`config.mk`:
```
export PLATFORM = sky130hd
export DESIGN_NAME = mem_ctrl
export DESIGN_NICKNAME = d
export VERILOG_FILES = /design/src/rtl/mem_ctrl_pkg.sv /design/src/rtl/mem_ctrl.sv
export SDC_FILE = /design/constraint.sdc
export NUM_CORES = 1
export LEC_CHECK = 0
export ABC_AREA = 1
export CORE_AREA = 2 2 105 128
export CTS_BUF_LIST = sky130_fd_sc_hd__clkbuf_4 sky130_fd_sc_hd__clkbuf_8 sky130_fd_sc_hd__clkbuf_16
export CTS_CLUSTER_SIZE = 24
export DETAILED_ROUTE_END_ITERATION = 6
export DIE_AREA = 0 0 107 130
export PLACE_DENSITY = 0.88
export SLEW_MARGIN = 20
export SYNTH_ARGS = -nofsm -noshare
export SYNTH_HDL_FRONTEND = slang
export SYNTH_SLANG_ARGS = --single-unit
```
`constraint.sdc`:
```
create_clock -name clk -period 5.8 [get_ports clk]
set_input_delay 1.74 -clock clk [delete_from_list [all_inputs] [get_ports clk]]
set_output_delay 1.74 -clock clk [all_outputs]
set_load 0.02 [all_outputs]
```
`src/rtl/mem_ctrl_pkg.sv`:
```
// Shared definitions for the memory controller and the MEM stage that drives it.
// Holds the controller state encoding, the store-size mask constants and a
// helper that turns a mask into a byte count.
package mem_ctrl_pkg;

    typedef enum logic [1:0] {
        StIdle  = 2'b00,
        StRead  = 2'b01,
        StWrite = 2'b10,
        StDone  = 2'b11
    } state_e;

    localparam logic [1:0] MaskNone = 2'b00;
    localparam logic [1:0] MaskByte = 2'b01;
    localparam logic [1:0] MaskHalf = 2'b10;
    localparam logic [1:0] MaskWord = 2'b11;

    function automatic logic [2:0] mask_bytes(input logic [1:0] mask);
        logic [2:0] n;
        case (mask)
            MaskByte: n = 3'd1;
            MaskHalf: n = 3'd2;
            MaskWord: n = 3'd4;
            default:  n = 3'd0;
        endcase
        return n;
    endfunction

endpackage

```
`src/rtl/mem_ctrl.sv`:
```
// Byte-serial memory controller shared by the fetch (IF) and MEM ports.
// One request at a time is accepted in IDLE (MEM before IF, write before read),
// then bytes are moved over an 8-bit RAM interface.
// Ports:
//   clk, rst            - clock, synchronous active-high reset
//   mem_r_en_i/mem_w_en_i, mem_addr_i, mem_w_data_i, mem_mask_i - MEM-stage request
//   if_r_en_i, if_addr_i - fetch read request
//   busy_o              - high whenever not IDLE
//   mem_done_o, if_done_o - one-cycle completion pulse for the served port
//   rd_data_o           - last assembled read word (little-endian)
//   ram_a_o, ram_dout_o, ram_wr_o, ram_din_i - external byte RAM
module mem_ctrl
    import mem_ctrl_pkg::*;
(
    input  logic        clk,
    input  logic        rst,
    input  logic        mem_r_en_i,
    input  logic        mem_w_en_i,
    input  logic [31:0] mem_addr_i,
    input  logic [31:0] mem_w_data_i,
    input  logic [1:0]  mem_mask_i,
    input  logic        if_r_en_i,
    input  logic [31:0] if_addr_i,
    output logic        busy_o,
    output logic        mem_done_o,
    output logic        if_done_o,
    output logic [31:0] rd_data_o,
    output logic [31:0] ram_a_o,
    output logic [7:0]  ram_dout_o,
    input  logic [7:0]  ram_din_i,
    output logic        ram_wr_o
);

    state_e      state_q, state_d;
    logic [2:0]  cnt_q, cnt_d;
    logic [31:0] addr_q, addr_d;
    logic [31:0] wdata_q, wdata_d;
    logic [2:0]  nbytes_q, nbytes_d;
    logic        port_if_q, port_if_d;
    logic [23:0] rbuf_q, rbuf_d;
    logic [31:0] rd_data_q, rd_data_d;
    logic [31:0] wshift;

    // State register
    always_ff @(posedge clk) begin
        if (rst) begin
            state_q <= StIdle;
        end else begin
            state_q <= state_d;
        end
    end

    // Next-state logic
    always_comb begin
        state_d = state_q;
        unique case (state_q)
            StIdle: begin
                if (mem_w_en_i) begin
                    state_d = (mem_mask_i == MaskNone) ? StDone : StWrite;
                end else if (mem_r_en_i || if_r_en_i) begin
                    state_d = StRead;
                end
            end
            StRead:  if (cnt_q == 3'd4) state_d = StDone;
            StWrite: if (cnt_q == nbytes_q - 3'd1) state_d = StDone;
            StDone:  state_d = StIdle;
            default: state_d = StIdle;
        endcase
    end

    // Datapath next-state: request latch, byte counter and read assembly
    always_comb begin
        cnt_d     = cnt_q;
        addr_d    = addr_q;
        wdata_d   = wdata_q;
        nbytes_d  = nbytes_q;
        port_if_d = port_if_q;
        rbuf_d    = rbuf_q;
        rd_data_d = rd_data_q;
        unique case (state_q)
            StIdle: begin
                cnt_d = 3'd0;
                if (mem_w_en_i) begin
                    port_if_d = 1'b0;
                    addr_d    = mem_addr_i;
                    wdata_d   = mem_w_data_i;
                    nbytes_d  = mask_bytes(mem_mask_i);
                end else if (mem_r_en_i) begin
                    port_if_d = 1'b0;
                    addr_d    = {mem_addr_i[31:2], 2'b00};
                end else if (if_r_en_i) begin
                    port_if_d = 1'b1;
                    addr_d    = {if_addr_i[31:2], 2'b00};
                end
            end
            StRead: begin
                cnt_d = cnt_q + 3'd1;
                // RAM data lags its address by one cycle, so lane cnt-1 arrives now.
                // The last lane goes straight into rd_data so it is visible in DONE.
                case (cnt_q)
                    3'd1:    rbuf_d[7:0]   = ram_din_i;
                    3'd2:    rbuf_d[15:8]  = ram_din_i;
                    3'd3:    rbuf_d[23:16] = ram_din_i;
                    3'd4:    rd_data_d     = {ram_din_i, rbuf_q};
                    default: ;
                endcase
            end
            StWrite: cnt_d = cnt_q + 3'd1;
            StDone:  cnt_d = 3'd0;
            default: cnt_d = 3'd0;
        endcase
    end

    always_ff @(posedge clk) begin
        if (rst) begin
            cnt_q     <= 3'd0;
            addr_q    <= 32'd0;
            wdata_q   <= 32'd0;
            nbytes_q  <= 3'd0;
            port_if_q <= 1'b0;
            rbuf_q    <= 24'd0;
            rd_data_q <= 32'd0;
        end else begin
            cnt_q     <= cnt_d;
            addr_q    <= addr_d;
            wdata_q   <= wdata_d;
            nbytes_q  <= nbytes_d;
            port_if_q <= port_if_d;
            rbuf_q    <= rbuf_d;
            rd_data_q <= rd_data_d;
        end
    end

    // Outputs, decoded from registered state only
    always_comb begin
        busy_o     = (state_q != StIdle);
        mem_done_o = (state_q == StDone) && !port_if_q;
        if_done_o  = (state_q == StDone) && port_if_q;
        ram_a_o    = 32'd0;
        ram_dout_o = 8'd0;
        ram_wr_o   = 1'b0;
        wshift     = wdata_q >> {cnt_q[1:0], 3'b000};
        unique case (state_q)
            StRead: ram_a_o = addr_q + {29'd0, cnt_q};
            StWrite: begin
                ram_a_o    = addr_q + {29'd0, cnt_q};
                ram_dout_o = wshift[7:0];
                ram_wr_o   = 1'b1;
            end
            default: ;
        endcase
    end

    assign rd_data_o = rd_data_q;

endmodule

```
==> impl_results.md <==
* Layout area overhead at 40.3%
* Final Cell Area at 0.00909 mm2
* Setup Viol. Count Final at 0
* Clock slew at reported path FFs at around 0.06 ns
* IO buf count at ~180
* CP peak stage delay at around 0.64 ns
* Crit path max fanout at 13
* Final net count at between 1,000 and 1,500
* Post-route ant nets at 0
* Dpl cell area at 0.00839 mm2
* HPWL Detailed at between 10,000 and 15,000 um
* Slowest CP cell: dfxtp_1
* Final count of pins violating max slew at 0
* Slew headroom at 0.325
* Asr flop ratio synth at 0
* H-Tree Depth at 4
* Site Rows at 46
* Diodes inserted at 0
* Fmax at 0.191 GHz
* Final hold slack at 0.443 ns
* CTS max path bufs at 2
* Core Area at ~0.013 mm2
* Syn_area_per_cell at 6.72 um2
* Dpl ws at 1.05 ns
* CTS Buf Count at 17
* All-Layer GR Usage at 0.276
* Post-CTS setup-driven buffer insertion count at 0
* CP cell instances: inv_2 > fa_1 > inv_1 > nand2_1 > a21oi_4 > nand3_2 > nor2_4 > nand2_2 > nand2_1 > inv_1 > nor2_1 > clkdlybuf4s50_1
* Final worst slack at 0.562 ns
* Syn Std Cell Area at around 0.0065 mm2
* CP endpoint kind: primary output
* I/O pins at between 150 and 200
* Die area at roughly 0.014 mm2
* Initial antenna violation count at 0
* Endpoints failing hold at 0
* First-pass GRT wire length at approximately 30,000 um
* Share of cells above drive strength 1 at 0.0650
* Overall via count from detail_route at a little under 7,000
* Pin count of the biggest net entering global routing at 72
* WP data required at a little over 4 ns
* Final TNS setup at 0 ns
* Hold-fix buffers, CTS at 0
* Syn Nets at about 1,100
* Clk sinks at ~130
* Sequential-to-total area share from yosys stat at 0.399
* Crit Path Class: register to primary output
* Total gr overflow at 0
* Count of cell types in the netlist at 33
* CP top delay family: buffers and inverters
* Max-Cap Viols at 0
* Worst vdd ir at approximately 0.21 mV
* Critical Path Start Type: register
* Post-Route Skew at roughly 0.0073 ns
* Status: finished, final reports clean
* Vias per Instance at ~5.3
* Worst-Margin Slew at approximately 1.0 ns
* Hold Crit Class: register to register
* CTS Root Cell: clkbuf_16
* Placer congestion estimate at roughly 0.95
* Width of the die at 107 um
* Die height at ~130 um
* WP buf/inv at 4
* Routed len/inst at 14.6 um
* Arr. time, crit path at around 3.5 ns
* Later-pin clock latency in the skew report at around 0.4 ns
* DRC viols at 0
* RSZ-0062 raised after global routing: false
* Flop and latch count out of synthesis at 129
* First-pass iteration count of the detailed router at 6
* Synth warn at 0
* CTS tree: yes
* Minimum clock period at between 5 and 6 ns
* Fillers at 1,030
* Prevailing post-synth register cell: dfxtp_1
* Initial Utilization at 0.505
* Vias in the first global route at approximately 6,500
* Syn Inst Count at ~960
* Cts repair resizes at 0
* Post-synth EDFFs at 0
* Total wire length at 19,100 um
* DRT iter0 DRCs at between 400 and 500
* Static leakage at ~3.5 nW
* Pwr/cell area at roughly 420 mW/mm2
* Util after Layout at 0.708
* Fin crit share at 0.903
## cell usage in the layout (no fill, tap or decap), drive strengths merged
| cell type | count |
|---|---|
| a31oi | 31 |
| nand3 | 25 |
| a21oi | 61 |
| buf | 7 |
| clkbuf | 19 |
| clkinv | 4 |
| xnor2 | 2 |
| fa | 1 |
| clkdlybuf4s50 | 183 |
| or2 | 1 |
| clkinvlp | 1 |
| dfxtp | 129 |
| o21a | 1 |
| nor2 | 209 |
| inv | 100 |
| a211oi | 3 |
| xor2 | 2 |
| nand2 | 142 |
| o21ai | 176 |
| nand4 | 8 |
| bufinv | 7 |
| nor3 | 13 |
| ha | 13 |
## state kept, by name, indices dropped and copies added (netlist names)
register   flops
nbytes_q       3
addr_q        32
rd_data_o     32
cnt_q          3
state_q        2
port_if_q      1
rbuf_q        24
wdata_q       32
## tightest hold or removal path: stages, from the launching register on
cell and delay (ns):
dfxtp_1 0.30, inv_1 0.04, a21oi_1 0.05
## where the power goes
group          switching [mW]  internal [mW]
logic                   0.808          0.497
clock network           0.398          0.875
registers               0.159           1.05
## cell type report
type,instances,area [um2],area share
clock inverter,12,253,0.0278
timing repair buffer,190,1880,0.207
multi-input combinational,688,3330,0.367
clock buffer,19,453,0.0498
sequential,129,2580,0.284
inverter,100,375,0.0413
tap,168,210,0.0231
## layer usage
| layer | global-route usage | share of wire | wire, um |
|---|---|---|---|
| met1 | 0.305 | 0.39 | 7430 |
| met2 | 0.502 | 0.51 | 9680 |
| met3 | 0.0739 | 0.072 | 1370 |
| met4 | 0.115 | 0.032 | 603 |
| met5 | 0 | 0 | 0 |
## synth_stat cells, types with 4 or more instances
cell type / instances / share of area
nand4_1: 8 / 0.0077
o21ai_0: 173 / 0.13
nor3_1: 7 / 0.0054
a21oi_1: 59 / 0.046
buf_4: 4 / 0.0046
a31oi_1: 31 / 0.030
nand2_2: 7 / 0.0068
nor2_1: 200 / 0.12
dfxtp_1: 129 / 0.40
nand2_1: 135 / 0.078
clkbuf_1: 34 / 0.020
nand3_1: 24 / 0.019
buf_2: 8 / 0.0062
inv_1: 91 / 0.053
ha_1: 13 / 0.025
nor2_2: 6 / 0.0058
inv_2: 7 / 0.0041
## metrics by stage
step / power (mW) / cells
detailed placement: 2.51 / 1275
global route: 4.00 / 1306
floorplan: 2.03 / 964
global placement: 2.48 / 1275
finish: 3.79 / 1306
CTS: 3.79 / 1306
## cell families after synthesis
kind of cell / count (synthesis) / share of synthesized area
simple gates: 398 / 0.258
compound gates: 272 / 0.221
buf+inv: 147 / 0.0890
flops: 129 / 0.399
fa+ha+maj: 14 / 0.0282
xor+xnor: 4 / 0.00541
## worst paths after layout
path	to	start	cells after the start	slack, ns
worst max-delay path	ram_a_o[18]	cnt_q[1]	12	0.56
worst min-delay path	rd_data_o[25]	rd_data_o[25]	2	0.44
worst max register to register	rd_data_o[13]	cnt_q[0]	6	2.97
worst min register to register	rd_data_o[25]	rd_data_o[25]	2	0.44
(Power assumes the default switching activity.)
